--- config.mk ---
export PLATFORM = sky130hd
export DESIGN_NAME = reorder_buffer
export DESIGN_NICKNAME = d
export VERILOG_FILES = /design/src/rtl/types_pkg.sv /design/src/rtl/rob_perf_counters.sv /design/src/rtl/reorder_buffer.sv
export SDC_FILE = /design/constraint.sdc
export NUM_CORES = 2
export LEC_CHECK = 0
export CAP_MARGIN = 20
export CELL_PAD_IN_SITES_DETAIL_PLACEMENT = 0
export CELL_PAD_IN_SITES_GLOBAL_PLACEMENT = 1
export CORE_UTILIZATION = 50
export CTS_CLUSTER_SIZE = 25
export DETAILED_ROUTE_END_ITERATION = 6
export MAX_ROUTING_LAYER = met4
export PLACE_DENSITY = 0.76
export SYNTH_ARGS = -nofsm -noshare
export SYNTH_HDL_FRONTEND = slang
export SYNTH_HIERARCHICAL = 1
export SYNTH_SLANG_ARGS = --single-unit
--- constraint.sdc ---
create_clock -name clk -period 7 [get_ports clk]
set_input_delay 1.05 -clock clk [delete_from_list [all_inputs] [get_ports clk]]
set_output_delay 1.05 -clock clk [all_outputs]
set_load 0.1 [all_outputs]
--- src/rtl/types_pkg.sv ---
// Shared types for the reorder buffer: FU completion buses, ROB entry layout and sizing.
package types_pkg;

    localparam int ROB_DEPTH = 32;
    localparam int ROB_TAG_W = 5;
    localparam int PREG_W    = 7;

    typedef struct packed {
        logic                 fu_alu_done;
        logic [ROB_TAG_W-1:0] rob_fu_alu;
    } alu_data;

    typedef struct packed {
        logic                 fu_mem_done;
        logic [ROB_TAG_W-1:0] rob_fu_mem;
    } mem_data;

    typedef struct packed {
        logic                 fu_b_done;
        logic [ROB_TAG_W-1:0] rob_fu_b;
        logic                 mispredict;
        logic [ROB_TAG_W-1:0] mispredict_tag;
    } b_data;

    typedef struct packed {
        logic [ROB_TAG_W-1:0] rob_index;
        logic                 valid;
        logic                 complete;
        logic [PREG_W-1:0]    pd_new;
        logic [PREG_W-1:0]    pd_old;
        logic [31:0]          pc;
    } rob_data;

endpackage

--- src/rtl/rob_perf_counters.sv ---
// Saturating event counters for the reorder buffer; only instantiated when ROB_PERF_CNT_EN is defined.
module rob_perf_counters (
    input  logic        clk,
    input  logic        reset,
    input  logic        commit,
    input  logic        full,
    input  logic        flush,
    output logic [31:0] perf_commits,
    output logic [31:0] perf_full_cycles,
    output logic [15:0] perf_flushes
);

    always_ff @(posedge clk) begin
        if (reset) begin
            perf_commits     <= '0;
            perf_full_cycles <= '0;
            perf_flushes     <= '0;
        end else begin
            if (commit && perf_commits != '1)
                perf_commits <= perf_commits + 32'd1;
            if (full && perf_full_cycles != '1)
                perf_full_cycles <= perf_full_cycles + 32'd1;
            if (flush && perf_flushes != '1)
                perf_flushes <= perf_flushes + 16'd1;
        end
    end

endmodule

--- src/rtl/reorder_buffer.sv ---
// Circular in-order retirement buffer with mispredict squash of younger entries.
// Optional saturating performance counters are added when ROB_PERF_CNT_EN is defined.
module reorder_buffer
    import types_pkg::*;
#(
    parameter int  DEPTH = ROB_DEPTH,
    localparam int TAG_W = $clog2(DEPTH)
) (
    input  logic              clk,
    input  logic              reset,
    input  logic              disp_valid,
    output logic              disp_ready,
    input  logic [PREG_W-1:0] disp_pd_new,
    input  logic [PREG_W-1:0] disp_pd_old,
    input  logic [31:0]       disp_pc,
    output logic [TAG_W-1:0]  disp_tag,
    input  alu_data           alu_in,
    input  mem_data           mem_in,
    input  b_data             br_in,
    output logic              commit_valid,
    output logic [PREG_W-1:0] commit_pd_old,
    output logic [PREG_W-1:0] commit_pd_new,
    output logic [31:0]       commit_pc,
    output logic [TAG_W-1:0]  commit_tag,
    output logic              rob_empty,
    output logic [TAG_W-1:0]  head_tag
`ifdef ROB_PERF_CNT_EN
    ,
    output logic [31:0]       perf_commits,
    output logic [31:0]       perf_full_cycles,
    output logic [15:0]       perf_flushes
`endif
);

    localparam int CNT_W = TAG_W + 1;

    rob_data           entries [DEPTH];
    logic [TAG_W-1:0]  head, tail, head_next;
    logic [CNT_W-1:0]  count;
    logic [TAG_W-1:0]  br_tag, squash_pos, flush_dist, rel;
    logic [DEPTH-1:0]  squash;
    logic              fire, commit, mispredict;

    assign mispredict = br_in.mispredict;
    assign br_tag     = br_in.mispredict_tag;
    assign disp_ready = (count < CNT_W'(DEPTH));
    assign fire       = disp_valid & disp_ready & ~mispredict;
    assign commit     = entries[head].valid & entries[head].complete;
    assign head_next  = commit ? head + 1'b1 : head;
    assign squash_pos = br_tag - head;
    assign flush_dist = br_tag - head_next;

    assign disp_tag      = tail;
    assign commit_valid  = commit;
    assign commit_pd_old = commit ? entries[head].pd_old : '0;
    assign commit_pd_new = commit ? entries[head].pd_new : '0;
    assign commit_pc     = commit ? entries[head].pc : '0;
    assign commit_tag    = commit ? entries[head].rob_index : '0;
    assign rob_empty     = (count == '0);
    assign head_tag      = head;

    // Younger-than-branch test is done in head-relative order so a full ROB is handled correctly.
    always_comb begin
        squash = '0;
        rel    = '0;
        for (int i = 0; i < DEPTH; i++) begin
            rel       = TAG_W'(i) - head;
            squash[i] = mispredict && (rel > squash_pos) && ({1'b0, rel} < count);
        end
    end

    always_ff @(posedge clk) begin
        if (reset) begin
            head  <= '0;
            tail  <= '0;
            count <= '0;
        end else begin
            head <= head_next;
            if (mispredict) begin
                tail  <= br_tag + 1'b1;
                count <= {1'b0, flush_dist} + 1'b1;
            end else begin
                if (fire)
                    tail <= tail + 1'b1;
                count <= count + CNT_W'(fire) - CNT_W'(commit);
            end
        end
    end

    // Squash is applied after the completion writes so a same-cycle completion to a squashed slot loses.
    always_ff @(posedge clk) begin
        if (reset) begin
            for (int i = 0; i < DEPTH; i++) begin
                entries[i]           <= '0;
                entries[i].rob_index <= TAG_W'(i);
            end
        end else begin
            if (alu_in.fu_alu_done && entries[alu_in.rob_fu_alu].valid)
                entries[alu_in.rob_fu_alu].complete <= 1'b1;
            if (mem_in.fu_mem_done && entries[mem_in.rob_fu_mem].valid)
                entries[mem_in.rob_fu_mem].complete <= 1'b1;
            if (br_in.fu_b_done && entries[br_in.rob_fu_b].valid)
                entries[br_in.rob_fu_b].complete <= 1'b1;
            if (commit)
                entries[head].valid <= 1'b0;
            for (int i = 0; i < DEPTH; i++) begin
                if (squash[i]) begin
                    entries[i].valid    <= 1'b0;
                    entries[i].complete <= 1'b0;
                end
            end
            if (fire) begin
                entries[tail].rob_index <= tail;
                entries[tail].valid     <= 1'b1;
                entries[tail].complete  <= 1'b0;
                entries[tail].pd_new    <= disp_pd_new;
                entries[tail].pd_old    <= disp_pd_old;
                entries[tail].pc        <= disp_pc;
            end
        end
    end

`ifdef ROB_PERF_CNT_EN
    rob_perf_counters u_perf (
        .clk              (clk),
        .reset            (reset),
        .commit           (commit),
        .full             (count == CNT_W'(DEPTH)),
        .flush            (mispredict),
        .perf_commits     (perf_commits),
        .perf_full_cycles (perf_full_cycles),
        .perf_flushes     (perf_flushes)
    );
`endif

endmodule

### Word level (Yosys, flattened, before mapping)

Memories as Yosys holds them, arrays and structs flattened. A register that Yosys moved wholly into a read port is not among the register bits.
Index checks and enable logic that the tools add are counted.

| storage, ports and cells | value |
|---|---|
| bits in latches | 0 |
| logic and storage cells | 1200 |
| input port bits | 73 |
| memories kept | 1 |
| memory bits (writable) | 1696 |
| flip-flop bits (word level) | 16 |
| bits in read-only memories | 0 |

Memories:

| name | depth | bits a word | rd ports | clocked after memory_dff | write ports | line | source |
|---|---|---|---|---|---|---|---|
| entries | 32 | 53 | 4 | 1 | 36 | reorder_buffer.sv:37 | `rob_data entries [DEPTH];` |

| operators by class | value |
|---|---|
| multipliers | 0 |
| add/sub/neg operators | 40 |
| shifts and indexed selects | 0 |
| divide/modulo/power cells | 0 |
| reductions and logical operators | 70 |
| order comparisons | 65 |
| mux-type cells | 221 |
| bitwise gates (word level) | 700 |
| equality and inequality tests | 100 |

Operator list:

| kind | number |
|---|---|
| == test 5 bit (second input constant) | 96 |
| bitwise AND 1 bit | 303 |
| NOT 1 bit | 201 |
| < comparator 5 x 6 -> 1 bit | 32 |
| 2-to-1 mux 5 bit | 38 |
| 2-to-1 mux 1 bit | 177 |
| greater-than comparator 5 bit | 32 |
| bitwise AND 1 bit (second input constant) | 96 |
| OR 1 bit | 96 |
| subtractor 5 bit (first input constant) | 16 |
| logical AND 1 bit | 67 |
| 2-to-1 mux 53 bit | 1 |
| OR reduction 53 bit | 1 |
| subtractor 4 x 5 -> 5 bit (first input constant) | 8 |
| 2-to-1 mux 32 bit | 1 |
| == test 5 bit | 4 |
| subtractor 3 x 5 -> 5 bit (first input constant) | 4 |
| adder 5 x 1 -> 5 bit (second input constant) | 3 |
| 2-to-1 mux 7 bit | 2 |
| subtractor 1 x 5 -> 5 bit (first input constant) | 2 |
| subtractor 2 x 5 -> 5 bit (first input constant) | 2 |
| subtractor 5 bit | 2 |
| adder 5 x 1 -> 6 bit (second input constant) | 1 |
| adder 6 x 1 -> 6 bit | 1 |
| other kinds (7) | 10 |

### Depth between registers and ports, before layout

| depth | value |
|---|---|
| depth after elaboration | 42 |
| gate-level depth with buffers | 21 |

### Worst setup path after synthesis

No wires, ideal clock.

| timing path | value |
|---|---|
| path type | input-to-reg |
| from | in disp_valid |
| to | mem entries[4][0] in the netlist's numbering, enable pin |
| library setup time | 0.530 ns |
| data required time | 6.470 ns |
| path slack | 0.543 ns |
| stages | 7 |
| arrival time | 5.926 ns |
| path buffers | 2 |
| cell sequence | nor2b_1 nand2b_1 nand2b_1 or3_1 clkbuf_1 clkbuf_1 o21ai_0 |

RTL lines:

| element | line | source |
|---|---|---|
| from (decl) | reorder_buffer.sv:11 | `input logic disp_valid,` |
| to (decl) | reorder_buffer.sv:37 |  |

==> impl_metrics.toml <==
[status]
outcome = "complete, no violations"

[timing]
slew_viol_final = 0
tightest_slew_ns = 1.14
hold_viol_final = 0
period_needed_ns = 6.15
rsz0062_at_grt = "false"
max_freq_ghz = 0.163
finalClockSkew_ns = 0.0295
finalCritPeriodShare_pct = 87.9
timing.hold.ws_ns = 0.563
slew_headroom_pct = 23.9
setup_tns_ns = 0
finalSetupViolCount = 0

[worst_setup_path]
crit_fanout = 71
path_cells = "buf_12 > buf_4 > mux4_2 > mux4_2 > nand2_1 > a21oi_1 > clkdlybuf4s50_1"
crit_slowest_cell = "clkdlybuf4s50_1"
endpoint_kind = "output port"
critPathArrivalTime_ns = 5.10
cp_slowest_stage_delay_ns = 1.22
worstRegToRegCells = 15
crit_top_cell = "mux4_2"
worstPathRequired_ns = 5.95
criticalPathCategory = "reg -> out"
start_kind = "flip-flop"

[cells_and_area]
final_cell_mix = "edfxtp_1, and2_1, mux4_2, and3_1, nand2_1"
drive_above_1_share_pct = 18.2
postLayoutCoreUtil_pct = 56.7
final_cells = 8116
mostFrequentLayoutCell = "edfxtp_1"
nets = 5973
area_growth_pct = 12.2

[hold_path]
hold_class = "reg -> reg"
hold_depth = 2

[power]
p_leak_nw = 34.0
ir_worst_vdd_v = 0.000270
powerDensity_nw_per_um2 = 243

[synth]
syn_avg_cell_area_sq_um = 14.4
synth_seq_area_share_pct = 60.5
synthArstFlopShare_pct = 0
synth_cells = 5795
synthDistinctLibCells = 94
ys_ff_latch = 1712
synth_area_sq_um = 83600
synth_flop_cell = "edfxtp_1"
synth_edf_count = 1632
yosys_warnings = 6

[placement]
io_buffers = 136
dp_cells = 7780
gp_congestion = 0.977
dp_hpwl_um = 154000

[die]
io_pins = 137
chipHeight_um = 411
rows = 149
die_w_um = 411
core-area_sq_um = 166000
die_area_sq_um = 169000
start_util_pct = 50.5

[clock_tree]
cts.path.max_buffers = 3
cts_tree = "built"
cts_resized = 0
cts_sinks = 1712
postCtsSetupRepairBufs = 0
htree_levels = 4
clk_pin_slew_worst_paths_ns = 0.07
clkLatencyLatePin_ns = 0.84
cts-root-buf = "clkbuf_16"
postCtsHoldBufs = 0
numCtsBuffers = 179

[grt]
grt_max_degree = 117
grt_overflow_total = 0
antenna_found_initial = 19
grt_pass1_wl_um = 383000
grt_pass1_vias = 51400
grtUsageTotal_pct = 33.0

[route]
drc = 0
drt_first_iter_violations = 6788
ant_nets = 0
routed_wl_um = 270000
vias = 52500
firstDrtPassIters = 5
wire_per_inst_um = 33.3
via_per_inst = 6.47

[run]
drv_cap = 0
## critical path: cells and delay by family (launching register included)
| family | cells | cell delay [ns] |
|---|---|---|
| buf+inv | 3 | 2.05 |
| flops | 1 | 0.96 |
| mux | 2 | 0.52 |
| compound gates | 1 | 0.45 |
| simple gates | 1 | 0.07 |
## metal layers
layer  routed length (um)  GRT usage (%)  vias to the layer above  share of wire, %
li1                     -              -                    21800                 -
met4                 7680           8.90                        0               2.8
met2               127000           50.3                     2932                47
met5                    0              -                        -                 0
met1               109000           45.7                    27300                40
met3                26800           6.12                      425               9.9
## power breakdown
part           switching [mW]  internal [mW]  total [mW]
logic                    1.23          0.519        1.75
clock network            4.12           5.19        9.32
registers               0.120           11.6        11.7
total                    5.47           17.3        22.8
## registers in the layout, summed over array words and instances, names as in the netlist
| register | flops |
|---|---|
| entries | 1696 |
| count | 6 |
| disp_tag | 5 |
| head_tag | 5 |
## cell usage after synthesis (all sizes together) (29+ instances only)
cell type	count	area share [%]
edfxtp	1632	59
nor3	34	0.23
nor2b	31	0.23
buf	88	0.51
mux4	533	14
inv	70	0.31
ha	123	1.8
nor2	139	0.63
nand2	224	1.0
o211ai	29	0.26
clkbuf	498	2.2
xnor2	39	0.47
a21oi	132	0.79
and3	379	2.8
dfxtp	80	1.9
nand4	32	0.24
o21ai	194	1.2
and2	1128	8.4
nand3	61	0.37
## layout make-up
cell class / instances / area (sq um)
antenna: 6 / 15.0
clock buffer: 235 / 4760
clock inverter: 93 / 920
fill: 13000 / 71700
inverter: 71 / 282
multi-input combinational: 3505 / 31300
sequential: 1712 / 50600
tap: 2189 / 2740
timing repair buffer: 305 / 3200
## cells by family (layout without fill, tap and decap cells)
| group | Yosys count | count (layout) | synth area share, % |
|---|---|---|---|
| DFF | 1712 | 1712 | 60.5 |
| AOI/OAI and AO/OA | 579 | 579 | 4.44 |
| buffers and inverters | 657 | 704 | 3.07 |
| other | 1 | 86 | 0.00448 |
| and+or+nand+nor | 2095 | 2095 | 14.6 |
| xor gates and xnor gates | 49 | 49 | 0.602 |
| muxes | 556 | 556 | 14.6 |
| adders and majority gates | 146 | 146 | 2.15 |
## final timing paths
check,from,endpoint,slack (ns)
hold reg to reg,entries[25][47],entries[25][47],0.56
hold / removal,entries[25][47],entries[25][47],0.56
setup / recovery,head_tag[1],commit_pc[14],0.85
setup reg to reg,head_tag[1],entries[30][46],1.38
## through the flow
stage               area [sq um]  power, mW  setup slack, ns
floorplan                  83900       12.9            0.543
global placement           88100       13.6             1.28
detailed placement         88100       13.6             1.12
CTS                        93800       22.8            0.800
global route               93900       23.3            0.664
finish                     93900       22.8            0.847
Power figures use the tool's default switching activity.
